[config.mk]
export PLATFORM = sky130hd
export DESIGN_NAME = pipe_control_flat
export DESIGN_NICKNAME = d
export VERILOG_FILES = /design/src/rtl/pipe_control_if.sv /design/src/rtl/pipe_control.sv /design/src/flat_wrapper.sv
export SDC_FILE = /design/constraint.sdc
export NUM_CORES = 1
export LEC_CHECK = 0
export CAP_MARGIN = 20
export CORE_MARGIN = 2
export CORE_UTILIZATION = 47
export CTS_CLUSTER_DIAMETER = 40
export CTS_CLUSTER_SIZE = 40
export DETAILED_ROUTE_END_ITERATION = 10
export HOLD_SLACK_MARGIN = 0.12
export PLACE_DENSITY = 0.82
export SETUP_SLACK_MARGIN = 0.4
export SLEW_MARGIN = 10
export SYNTH_ARGS = -nofsm -noshare
export SYNTH_HDL_FRONTEND = slang
export SYNTH_SLANG_ARGS = --single-unit
[constraint.sdc]
create_clock -name clk -period 3.3 [get_ports clk]
set_input_delay 0.495 -clock clk [delete_from_list [all_inputs] [get_ports clk]]
set_output_delay 0.495 -clock clk [all_outputs]
set_load 0.005 [all_outputs]
[src/rtl/pipe_control_if.sv]
// Control-path bundle between the ID-stage decode inputs
// and the per-stage control outputs of pipe_control.
interface pipe_control_if #(
    parameter int OP_W    = 6,
    parameter int ALUOP_W = 3
);
    logic [OP_W-1:0]    op;
    logic               id_valid;
    logic               stall;
    logic               flush;
    logic               jump_id;
    logic               ex_valid;
    logic               ex_reg_dst;
    logic               ex_alu_src;
    logic [ALUOP_W-1:0] ex_alu_op;
    logic               mem_valid;
    logic               mem_branch;
    logic               mem_branch_ne;
    logic               mem_mem_read;
    logic               mem_mem_write;
    logic               wb_valid;
    logic               wb_reg_write;
    logic               wb_mem_to_reg;
    logic               illegal_op;

    modport master (
        output op, id_valid, stall, flush,
        input  jump_id,
        input  ex_valid, ex_reg_dst, ex_alu_src, ex_alu_op,
        input  mem_valid, mem_branch, mem_branch_ne,
        input  mem_mem_read, mem_mem_write,
        input  wb_valid, wb_reg_write, wb_mem_to_reg,
        input  illegal_op
    );

    modport slave (
        input  op, id_valid, stall, flush,
        output jump_id,
        output ex_valid, ex_reg_dst, ex_alu_src, ex_alu_op,
        output mem_valid, mem_branch, mem_branch_ne,
        output mem_mem_read, mem_mem_write,
        output wb_valid, wb_reg_write, wb_mem_to_reg,
        output illegal_op
    );
endinterface

[src/rtl/pipe_control.sv]
// Pipelined MIPS main control: decodes the ID opcode and carries
// the control bundle through ID/EX, EX/MEM and MEM/WB registers.
module pipe_control #(
    parameter int OP_W    = 6,
    parameter int ALUOP_W = 3
) (
    input logic         clk,
    input logic         rst,
    pipe_control_if.slave bus
);
    typedef struct packed {
        logic               valid;
        logic               regDst;
        logic               aluSrc;
        logic [ALUOP_W-1:0] aluOp;
        logic               branch;
        logic               branchNe;
        logic               memRead;
        logic               memWrite;
        logic               regWrite;
        logic               memToReg;
    } ctrl_t;

    ctrl_t      dec;
    ctrl_t      exQ;
    ctrl_t      memQ;
    ctrl_t      wbQ;
    logic       legal;
    logic       illegalQ;
    logic [5:0] op6;

    assign op6 = bus.op[5:0];

    always_comb begin
        dec   = '0;
        legal = ((bus.op >> 6) == '0);
        dec.valid = 1'b1;
        unique case (op6)
            6'd0: begin
                dec.regDst   = 1'b1;
                dec.regWrite = 1'b1;
                dec.aluOp    = ALUOP_W'(3'b010);
            end
            6'd2: ;
            6'd4: begin
                dec.branch = 1'b1;
                dec.aluOp  = ALUOP_W'(3'b001);
            end
            6'd5: begin
                dec.branch   = 1'b1;
                dec.branchNe = 1'b1;
                dec.aluOp    = ALUOP_W'(3'b001);
            end
            6'd8: begin
                dec.aluSrc   = 1'b1;
                dec.regWrite = 1'b1;
            end
            6'd10: begin
                dec.aluSrc   = 1'b1;
                dec.regWrite = 1'b1;
                dec.aluOp    = ALUOP_W'(3'b101);
            end
            6'd12: begin
                dec.aluSrc   = 1'b1;
                dec.regWrite = 1'b1;
                dec.aluOp    = ALUOP_W'(3'b100);
            end
            6'd13: begin
                dec.aluSrc   = 1'b1;
                dec.regWrite = 1'b1;
                dec.aluOp    = ALUOP_W'(3'b011);
            end
            6'd15: begin
                dec.aluSrc   = 1'b1;
                dec.regWrite = 1'b1;
                dec.aluOp    = ALUOP_W'(3'b110);
            end
            6'd35: begin
                dec.aluSrc   = 1'b1;
                dec.memRead  = 1'b1;
                dec.memToReg = 1'b1;
                dec.regWrite = 1'b1;
            end
            6'd43: begin
                dec.aluSrc   = 1'b1;
                dec.memWrite = 1'b1;
            end
            default: legal = 1'b0;
        endcase
    end

    // Flush and stall outrank the illegal-op trap, so a killed or
    // held op never sets the sticky flag.
    always_ff @(posedge clk) begin
        if (rst) begin
            exQ      <= '0;
            memQ     <= '0;
            wbQ      <= '0;
            illegalQ <= 1'b0;
        end else begin
            wbQ  <= memQ;
            memQ <= bus.flush ? '0 : exQ;
            if (bus.flush || bus.stall || !bus.id_valid) begin
                exQ <= '0;
            end else if (!legal) begin
                exQ      <= '0;
                illegalQ <= 1'b1;
            end else begin
                exQ <= dec;
            end
        end
    end

    assign bus.jump_id       = bus.id_valid && (bus.op == OP_W'(2));
    assign bus.ex_valid      = exQ.valid;
    assign bus.ex_reg_dst    = exQ.regDst;
    assign bus.ex_alu_src    = exQ.aluSrc;
    assign bus.ex_alu_op     = exQ.aluOp;
    assign bus.mem_valid     = memQ.valid;
    assign bus.mem_branch    = memQ.branch;
    assign bus.mem_branch_ne = memQ.branchNe;
    assign bus.mem_mem_read  = memQ.memRead;
    assign bus.mem_mem_write = memQ.memWrite;
    assign bus.wb_valid      = wbQ.valid;
    assign bus.wb_reg_write  = wbQ.regWrite;
    assign bus.wb_mem_to_reg = wbQ.memToReg;
    assign bus.illegal_op    = illegalQ;
endmodule

[src/flat_wrapper.sv]
// flat-port wrapper written by rule: the top's interface ports become plain ports
module pipe_control_flat 
#(
    parameter int OP_W    = 6,
    parameter int ALUOP_W = 3
)
  (clk, rst, bus_op, bus_id_valid, bus_stall, bus_flush, bus_jump_id, bus_ex_valid, bus_ex_reg_dst, bus_ex_alu_src, bus_ex_alu_op, bus_mem_valid, bus_mem_branch, bus_mem_branch_ne, bus_mem_mem_read, bus_mem_mem_write, bus_wb_valid, bus_wb_reg_write, bus_wb_mem_to_reg, bus_illegal_op);
  pipe_control_if #(.OP_W(OP_W), .ALUOP_W(ALUOP_W)) bus_i ();
  input logic clk;
  input logic rst;
  input wire logic [$bits(bus_i.op)-1:0] bus_op;
  input wire logic [$bits(bus_i.id_valid)-1:0] bus_id_valid;
  input wire logic [$bits(bus_i.stall)-1:0] bus_stall;
  input wire logic [$bits(bus_i.flush)-1:0] bus_flush;
  output wire logic [$bits(bus_i.jump_id)-1:0] bus_jump_id;
  output wire logic [$bits(bus_i.ex_valid)-1:0] bus_ex_valid;
  output wire logic [$bits(bus_i.ex_reg_dst)-1:0] bus_ex_reg_dst;
  output wire logic [$bits(bus_i.ex_alu_src)-1:0] bus_ex_alu_src;
  output wire logic [$bits(bus_i.ex_alu_op)-1:0] bus_ex_alu_op;
  output wire logic [$bits(bus_i.mem_valid)-1:0] bus_mem_valid;
  output wire logic [$bits(bus_i.mem_branch)-1:0] bus_mem_branch;
  output wire logic [$bits(bus_i.mem_branch_ne)-1:0] bus_mem_branch_ne;
  output wire logic [$bits(bus_i.mem_mem_read)-1:0] bus_mem_mem_read;
  output wire logic [$bits(bus_i.mem_mem_write)-1:0] bus_mem_mem_write;
  output wire logic [$bits(bus_i.wb_valid)-1:0] bus_wb_valid;
  output wire logic [$bits(bus_i.wb_reg_write)-1:0] bus_wb_reg_write;
  output wire logic [$bits(bus_i.wb_mem_to_reg)-1:0] bus_wb_mem_to_reg;
  output wire logic [$bits(bus_i.illegal_op)-1:0] bus_illegal_op;
  assign bus_i.op = bus_op;
  assign bus_i.id_valid = bus_id_valid;
  assign bus_i.stall = bus_stall;
  assign bus_i.flush = bus_flush;
  assign bus_jump_id = bus_i.jump_id;
  assign bus_ex_valid = bus_i.ex_valid;
  assign bus_ex_reg_dst = bus_i.ex_reg_dst;
  assign bus_ex_alu_src = bus_i.ex_alu_src;
  assign bus_ex_alu_op = bus_i.ex_alu_op;
  assign bus_mem_valid = bus_i.mem_valid;
  assign bus_mem_branch = bus_i.mem_branch;
  assign bus_mem_branch_ne = bus_i.mem_branch_ne;
  assign bus_mem_mem_read = bus_i.mem_mem_read;
  assign bus_mem_mem_write = bus_i.mem_mem_write;
  assign bus_wb_valid = bus_i.wb_valid;
  assign bus_wb_reg_write = bus_i.wb_reg_write;
  assign bus_wb_mem_to_reg = bus_i.wb_mem_to_reg;
  assign bus_illegal_op = bus_i.illegal_op;
  pipe_control #(.OP_W(OP_W), .ALUOP_W(ALUOP_W)) u_core (.clk(clk), .rst(rst), .bus(bus_i));
endmodule
==> results.md <==
- Syn avg cell area: 10.4 um^2
- Pleak: between 0.3 and 0.4 nW
- Setup TNS: 0 ns
- Max Fclk: roughly 0.39 GHz
- Hold Crit Start: u_core.exQ[1]
- Status: complete, no violations
- Setup Fix Bufs, Post-CTS: 0
- Post-DP HPWL: 1110 um
- GRT Resource Usage Total: approximately 15%
- Cts bufs inserted: 3
- Synth Flop Type: dfxtp_1
- Post-Layout Cell Count: between 100 and 150
- Drt wl/cell: between 10 and 15 um
- First-pass GRT wire length: approximately 2200 um
- Register share of total power: between 60% and 70%
- Synth Instances: 79
- WP data required: approximately 2.8 ns
- Initial core utilization: around 49%
- Hold Path Cell Cnt: 1
- Layout cells sized above 1: roughly 7.7%
- Fillers: 150
- Switching Share: 22.0%
- Critical R2R Capture: u_core.bus.illegal_op
- Switching pwr: 0.0908 mW
- Async S/R FF share, synth: 0%
- Skew final: between 0.003 and 0.004 ns
- Worst Setup Start Kind: input port
- Worst-Margin Slew: approximately 0.38 ns
- Detail Route Antenna Nets: 0
- Die height: about 46 um
- Ys Warns: 0
- P_int: between 0.3 and 0.4 mW
- Placeable Area: between 0.0015 and 0.002 mm^2
- Max-cap violations: 0
- Final nets: around 120
- HP Class: register to register
- Worst skew pair latency: 0.29 ns
- Synthesis-stage register bit count: 21
- H-tree levels: 1
- R2R setup slack: approximately 2.2 ns
- Most flop-heavy register: u_core.exQ
- RSZ-0062 raised after global routing: false
- WL final: 1430 um
- Final setup violation count: 0
- Worst Setup End Kind: primary output
- Cts hold-fix bufs: 0
- CTS tree: built
- Drc violations: 0
- Area Growth Syn to Fin: 32.8%
- Sink Count: 21
- Final Power: approximately 0.41 mW
- # port buffers: 26
- Remaining global-route overflow: 0
- Number of flops mapped to enable cells by yosys: 0
- Max FFs per register: 5
- Largest net degree at the start of global routing: 13
- Pre-Repair DR Iteration Count: 4
- Vias in the first global route: about 560
- Cell Rows: 15
- Area of the mapped netlist: around 820 um^2
- Clock transition at the registers of the reported paths: 0.11 ns
- WS Path Type: input port to primary output
- Final Critical Period: ~2.6 ns
- N_diodes: 0
- Initial antenna violation count: 0
- I/O pin count: 27
- Number of DRC markers in iteration 0: 13
- Max_slew headroom: between 70% and 80%
- Cell Count Post-Placement: approximately 120
- CP Max Fanout: 10
- Area contributors post-synth: dfxtp_1 (51%), and2_1 (4.6%), nand3b_1 (3.6%), nor2b_1 (3.0%), nor3_1 (3.0%)
- Synth Net Count: 90
- VDD IR max: 220 uV
- Endpoints failing hold: 0
- Clock root buffer: clkbuf_4
- Clk buf depth: 2
- Gpl congestion: around 0.85
- Clock power share: 27.6%
- Cell taking the most area after synthesis: dfxtp_1
- Hold Path Sink: u_core.memQ[1]
- Combinational share of power: 10.7%
- Commonest non-fill, non-tap cell in the layout: clkdlybuf4s50_1
- Post-synth top area share: about half
- CP arrival: approximately 2.1 ns
- Pwr per Cell Area: about 380 mW/mm^2
- Drt via density: approximately 5.3
- Worst reg-to-reg path cell count: 3
- Pins Over Slew Limit: 0
- Commonest cells after routing, fill and taps aside: clkdlybuf4s50_1 (26), dfxtp_1 (21), and2_1 (6), nor3_1 (5)
- Die ar.: ~0.0021 mm^2
- Final worst path period share: between 70% and 80%
- Die width: 45.9 um
- Post-cts sizing count: 0
- Via count: 642
- R2R Path Start: u_core.bus.illegal_op
- Seq/Total Area, Yosys: between 50% and 60%
- Synth unique cells: 31
## cell type report
class / count / area [um^2] / share of cell area [%]
Inverter: 2 / 7.51 / 0.686
Tap cell: 17 / 21.3 / 1.95
Clock inverter: 1 / 5.00 / 0.458
Clock buffer: 3 / 22.5 / 2.06
Multi-Input combinational cell: 51 / 357 / 32.6
Sequential cell: 21 / 420 / 38.4
Timing Repair Buffer: 26 / 260 / 23.8
## worst max-delay path by stage
| stage | startpoint | cells after the start | endpoint |
|---|---|---|---|
| 3_3_place_gp | bus_op[5] | 4 | bus_jump_id |
| 5_1_grt | bus_op[5] | 4 | bus_jump_id |
| 6_report | bus_op[5] | 4 | bus_jump_id |
| 2_1_floorplan | bus_op[5] | 3 | bus_jump_id |
| 4_1_cts | bus_op[5] | 4 | bus_jump_id |
| 3_5_place_dp | bus_op[5] | 4 | bus_jump_id |
## cell usage after synthesis, types with 2 or more instances
library cell	n
nor3_1	5
inv_1	2
and2_1	6
nor2b_1	4
buf_4	3
a2111oi_0	2
nand2b_1	3
nor4_1	3
nand3b_1	4
nor2_1	4
dfxtp_1	21
a21oi_1	2
a21o_1	2
## routing by layer
metal / vias to the layer above / routed length [um] / GRT usage (%)
met5: - / 0 / 0
met1: 283 / 604 / 16.4
met4: 0 / 18 / 8.57
li1: 330 / - / -
met2: 27 / 703 / 26.4
met3: 2 / 107 / 2.78
## through the flow
| stage | hold slack, ns | setup slack [ns] | cell area, um^2 | util, % |
|---|---|---|---|---|
| after floorplan | 0.406 | 1.75 | 823 | - |
| final | 0.442 | 0.719 | 1090 | 64.7 |
| after CTS | 0.450 | 0.742 | 1090 | 64.7 |
| after global placement | 0.408 | 0.771 | 1070 | 63.1 |
| after global routing | 0.472 | 0.630 | 1090 | 64.7 |
| after detailed placement | 0.421 | 0.740 | 1070 | 63.1 |
## cells by family (layout without fill, tap and decap cells)
group           after synthesis  after routing  share of synthesized area, %
simple gates                 37             37                          29.5
fa+ha+maj                     1              1                          1.22
mux                           1              1                          1.22
compound gates               12             12                          11.4
flops                        21             21                          51.1
buf+inv                       7             32                          5.62
## power groups by stage
stage,registers [mW],logic [mW],clock network (mW)
after floorplan,0.261,0.0220,0
after global placement,0.261,0.0430,0
after detailed placement,0.261,0.0439,0
after CTS,0.255,0.0442,0.121
after global routing,0.255,0.0480,0.127
final,0.255,0.0442,0.114
## worst max-delay path, stage by stage
cell             delay [ns]
clkdlybuf4s50_1        0.58
nor3_1                 0.30
and4_1                 0.22
clkdlybuf4s50_1        0.49
(Power assumes the default switching activity.)
==> edit 1, RTL diff (config.mk and constraints unchanged) <==
`ALUOP_W` is set to 3 in 3 places; all go to 6.
--- a/src/rtl/pipe_control_if.sv
+++ b/src/rtl/pipe_control_if.sv
@@ -3,5 +3,5 @@
 interface pipe_control_if #(
     parameter int OP_W    = 6,
-    parameter int ALUOP_W = 3
+    parameter int ALUOP_W = 6
 );
     logic [OP_W-1:0]    op;
--- a/src/rtl/pipe_control.sv
+++ b/src/rtl/pipe_control.sv
@@ -3,5 +3,5 @@
 module pipe_control #(
     parameter int OP_W    = 6,
-    parameter int ALUOP_W = 3
+    parameter int ALUOP_W = 6
 ) (
     input logic         clk,
--- a/src/flat_wrapper.sv
+++ b/src/flat_wrapper.sv
@@ -3,5 +3,5 @@
 #(
     parameter int OP_W    = 6,
-    parameter int ALUOP_W = 3
+    parameter int ALUOP_W = 6
 )
   (clk, rst, bus_op, bus_id_valid, bus_stall, bus_flush, bus_jump_id, bus_ex_valid, bus_ex_reg_dst, bus_ex_alu_src, bus_ex_alu_op, bus_mem_valid, bus_mem_branch, bus_mem_branch_ne, bus_mem_mem_read, bus_mem_mem_write, bus_wb_valid, bus_wb_reg_write, bus_wb_mem_to_reg, bus_illegal_op);
Interface: changed (resized bus_ex_alu_op); port bits go from 27 to 30. No check against the original RTL was run, so the function may have changed too.
==> edit 1 against the unedited design <==
Final area rose by 1.9%. Sequential cell count did not move. Critical path depth did not move. Total power rose by 1.0%. Count of clock-buffer cells in the layout did not move. Hold slack got worse by 0.0056 ns. Register-to-register slack got worse by 0.10 ns. Sequential share of layout area fell by 0.73 points. Routed wire length rose by 11%. Setup slack got worse by 0.0047 ns. Synthesized area rose by 3.2%. Critical endpoint unchanged. Largest power group unchanged.
==> edit 1: results (changes against the unedited design) <==
* Status: finished clean (unchanged)
* RR Startpoint: u_core.bus.illegal_op (unchanged)
* Psw at 0.09505 mW (was 0.09084 mW)
* Max FFs per register at 5 (unchanged)
* Worst clock skew at 0.0007372 ns (was 0.003065 ns)
* First-pass detailed-route iteration total at 4 (unchanged)
* R2R setup slack at 2.11 ns (was 2.21 ns)
* Avg Vias per Cell at 5.038 (was 5.306)
* Slowest stage delay, CP at 0.57 ns
* Largest net degree at the start of global routing at 13 (unchanged)
* Port bufs at 26 (unchanged)
* Synth cell count leaders: dfxtp_1, and2_1, buf_4, nor3_1 (was dfxtp_1, and2_1, nor3_1)
* Unique masters post-synth at 32 (was 31)
* DRT iter0 DRCs at 9 (was 13)
* Endpoints failing setup at 0 (unchanged)
* CP Data Arrival Time at 2.09 ns (about the same)
* Worst R2R End: u_core.bus.illegal_op (unchanged)
* Worst path top cell family by delay: buffers and inverters (unchanged)
* N_diodes at 0 (unchanged)
* Post-synthesis sequential area ratio at 49.48% (was 51.06%)
* Crit path max-delay cell type: clkdlybuf4s50_1 (unchanged)
* CTS Buffer Depth at 2 (unchanged)
* Share of layout cells above drive strength 1 at 7.477% (was 7.692%)
* Total track usage at 17.24% (was 14.95%)
* Hold Path Sink: u_core.bus.mem_branch (was u_core.memQ[1])
* Hold Crit Start: u_core.exQ[5] (was u_core.exQ[1])
* Detailed Place HPWL at 1188 um (was 1110 um)
* Final net count at 119 (was 116)
* H-tree level count at 1 (unchanged)
* # resized after CTS at 0 (unchanged)
* Gpl congestion at 0.9042 (was 0.8485)
* Root Driver: clkbuf_4 (unchanged)
* Top reg by flops: u_core.exQ (unchanged)
* Hold_ws at 0.4365 ns (was 0.4422 ns)
* Worst-Skew Late Latency at 0.29 ns (about the same)
* Worst-path clk slew at 0.11 ns (about the same)
* Static Leak at 0.3996 nW (was 0.3898 nW)
* Pre-CTS setup slack at 0.7374 ns (was 0.7404 ns)
* Dominant cells by area after synthesis: dfxtp_1, buf_4, and2_1, nand3b_1, nor2b_1 (was dfxtp_1, and2_1, nand3b_1, nor2b_1, nor3_1)
* Synth warn at 0 (unchanged)
* Post-CTS Setup Repair Bufs at 0 (unchanged)
* Global-route wire length before repair at 2628 um (was 2228 um)
* Max VDD drop at 0.0002291 V (was 0.0002200 V)
* Vias in the first global route at 612 (was 562)
* Wirelength per Cell at 12.02 um (was 11.83 um)
edit 1: cell count changes after synthesis:
| cell | change |
|---|---|
| buf_4 | +3 |
| conb_1 | +1 |
edit 1: layout make-up:
cell class                 count  area (um2)
sequential                    21       420.4
fill                         144       593.1
timing repair buffer          26       260.3
multi-input combinational     54       367.9
clock buffer                   3       22.52
tap                           25       31.28
inverter                       2       7.507
clock inverter                 1       5.005
edit 1: kinds of logic (layout without fill, tap and decap cells):
logic type,Yosys count,in the layout,synth area share (%)
buffers and inverters,10,32,8.099
adder cells (fa/ha/maj),1,1,1.178
flip-flops,21,21,49.48
multiplexers,1,1,1.178
AO/OA/AOI/OAI,12,12,11.05
AND/OR/NAND/NOR,37,37,28.57
other,1,3,0.4414
edit 1: power by group through the flow:
stage / Combinational (mW) / Sequential, mW / Clock [mW]
finish: 0.0461 / 0.255 / 0.116
global route: 0.0505 / 0.255 / 0.132
CTS: 0.0456 / 0.255 / 0.119
detailed placement: 0.0452 / 0.261 / 0
global placement: 0.0441 / 0.261 / 0
floorplan: 0.0253 / 0.261 / 0
edit 1: metal layers:
metal / GRT usage [%] / wire, um
met2: 27.50 / 795
met4: 6.857 / 8
met1: 22.51 / 695
met5: 0 / 0
met3: 3.529 / 89
edit 1: worst max-delay path by stage:
stage	to	start	cells past startpoint	slack (ns)
2_1_floorplan	bus_jump_id	bus_op[5]	3	1.75
3_5_place_dp	bus_jump_id	bus_op[5]	4	0.74
5_1_grt	bus_jump_id	bus_op[5]	4	0.59
3_3_place_gp	bus_jump_id	bus_op[5]	4	0.76
6_report	bus_jump_id	bus_op[5]	4	0.71
4_1_cts	bus_jump_id	bus_op[5]	4	0.74
edit 1: metrics by stage:
stage / area, um2 / instances
CTS: 1115 / 132
finish: 1115 / 132
floorplan: 857.1 / 85
global route: 1115 / 132
global placement: 1087 / 128
detailed placement: 1087 / 128
==> edit 2, RTL diff (config.mk and constraints unchanged) <==
Without the edit above. Reset style: asynchronous (`rst`), changed in one clocked block.
--- a/src/rtl/pipe_control.sv
+++ b/src/rtl/pipe_control.sv
@@ -92,5 +92,5 @@
     // Flush and stall outrank the illegal-op trap, so a killed or
     // held op never sets the sticky flag.
-    always_ff @(posedge clk) begin
+    always_ff @(posedge clk or posedge rst) begin
         if (rst) begin
             exQ      <= '0;
Function: differs if rst is asserted again (counterexample within 4 cycles, from zero or initial values and one cycle with rst high); with rst held inactive, the same outputs for 10 cycles.
==> edit 2 against the unedited design <==
Final area up 11%. Highest routed layer unchanged. Synthesized cell count is 10% higher. Synthesized area rose by 15%. First-iteration DRC count is 23% lower. Routed wire length grew 19%. Non-clock buffer count is the same. Setup slack worse by 0.090 ns. Total power grew 3.5%. Sequential cell count stayed put. Cell count increased by 12%. Largest cell class unchanged. Critical endpoint unchanged.
==> edit 2: results (changes against the unedited design) <==
* Status: finished clean (unchanged)
* Top_reg_cell synth: dfrtp_1 (was dfxtp_1)
* Reg2reg path depth at 1 (was 3)
* Asr flop ratio synth at 100.0% (was 0%)
* Pre-CTS setup slack at 0.6495 ns (was 0.7404 ns)
* Avg Vias per Cell at 5.074 (was 5.306)
* Gpl congestion at 0.8909 (was 0.8485)
* Post-DP Area at 0.001189 mm2 (was 0.001066 mm2)
* Worst-path fanout max at 13 (was 10)
* Final net count at 121 (was 116)
* CP Data Arrival Time at 2.18 ns (was 2.09 ns)
* RR Startpoint: u_core.bus.illegal_op (unchanged)
* Worst R2R End: u_core.bus.illegal_op (unchanged)
* Antenna violations before repair at 0 (unchanged)
* Hold Crit Start: u_core.memQ[1] (was u_core.exQ[1])
* DR vias at 690 (was 642)
* Static Leak at 0.5113 nW (was 0.3898 nW)
* Relative slew margins at 51.06% (was 74.30%)
* Xor and xnor area share after synthesis at 0.9235% (was 0%)
* DRT iter0 DRCs at 10 (was 13)
* Number of fill cells at 163 (was 150)
* Cts bufs inserted at 3 (unchanged)
* Synth warn at 0 (unchanged)
* First-pass detailed-route iteration total at 4 (unchanged)
* Share of layout cells above drive strength 1 at 9.174% (was 7.692%)
* Cells after DPL at 132 (was 117)
* # resized after CTS at 0 (unchanged)
* Synth Net Count at 98 (was 90)
* Unique masters post-synth at 32 (was 31)
* Total track usage at 14.80% (was 14.95%)
* Max VDD drop at 0.0002129 V (was 0.0002200 V)
* Hold Path Sink: u_core.bus.wb_reg_write (was u_core.memQ[1])
* Largest net degree at the start of global routing at 22 (was 13)
* WHS Path Cells at 0 (was 1)
* Post-synthesis compound-gate area fraction at 8.971% (was 11.40%)
* Wirelength per Cell at 12.57 um (was 11.83 um)
* Post-synthesis sequential area ratio at 55.41% (was 51.06%)
* Dominant cells by area after synthesis: dfrtp_1, nor2b_1, buf_4, nor2_1, a2111oi_4 (was dfxtp_1, and2_1, nand3b_1, nor2b_1, nor3_1)
* Detailed Place HPWL at 1270 um (was 1110 um)
* Global-route wire length before repair at 2601 um (was 2228 um)
* Worst clock skew at 0.008546 ns (was 0.003065 ns)
* Synth cell count leaders: dfrtp_1, nor2_1, nand2_1, nor2b_1, inv_1 (was dfxtp_1, and2_1, nor3_1)
-- edit 2: changes by cell type in the layout (fill, tap and decap cells not counted), sizes merged, moves of 4 or more --
cell	before	now
and2	6	1
dfrtp	0	21
dfxtp	21	0
nand2	1	7
nor2	4	8
-- edit 2: cells by family after synthesis --
logic type               count (synthesis)
AO/OA/AOI/OAI                            9
AND/OR/NAND/NOR                         41
multiplexers                             1
flip-flops                              21
XOR/XNOR                                 1
adder cells (fa/ha/maj)                  1
buffers and inverters                   13
-- edit 2: how the worst max path moves through the flow --
stage / start / end / slack (ns) / cells after the start
3_3_place_gp: bus_op[5] / bus_jump_id / 0.69 / 5
5_1_grt: bus_op[0] / bus_jump_id / 0.53 / 5
3_5_place_dp: bus_op[5] / bus_jump_id / 0.65 / 5
6_report: bus_op[0] / bus_jump_id / 0.63 / 5
2_1_floorplan: bus_op[2] / u_core.bus.ex_alu_op[1] / 1.68 / 5
4_1_cts: bus_op[0] / bus_jump_id / 0.65 / 5
-- edit 2: area by class of cell --
type / count / area (um2) / area share (%)
Clock buffer: 4 / 26.28 / 2.163
Timing Repair Buffer: 26 / 260.3 / 21.42
Inverter: 5 / 18.77 / 1.545
Multi-Input combinational cell: 53 / 350.3 / 28.84
Sequential cell: 21 / 525.5 / 43.25
Tap cell: 27 / 33.78 / 2.781
-- edit 2: where the power goes --
part,switching [mW],total (mW),leakage [nW],internal (mW)
registers,0.000298,0.258,0.288,0.258
logic,0.0299,0.0518,0.208,0.0219
clock network,0.0704,0.117,0.0150,0.0470
-- edit 2: per-layer routing --
layer	global-route usage (%)	routed length, um	vias up
li1	-	-	338
met1	16.70	684	317
met2	25.11	875	31
met3	3.681	103	4
met4	9.048	46	0
met5	0	0	-
-- edit 2: worst max-delay path: stages --
cell and delay [ns]:
clkdlybuf4s50_1 0.61, nor2_1 0.26, nand2_1 0.09, nor3_1 0.19, clkdlybuf4s50_1 0.53
-- edit 2: per-stage QoR --
stage,utilization [%],hold WS (ns)
2_1_floorplan,-,0.3312
3_3_place_gp,61.21,0.3343
3_5_place_dp,61.21,0.3462
4_1_cts,62.56,0.3722
5_1_grt,62.56,0.3796
6_report,62.56,0.3660
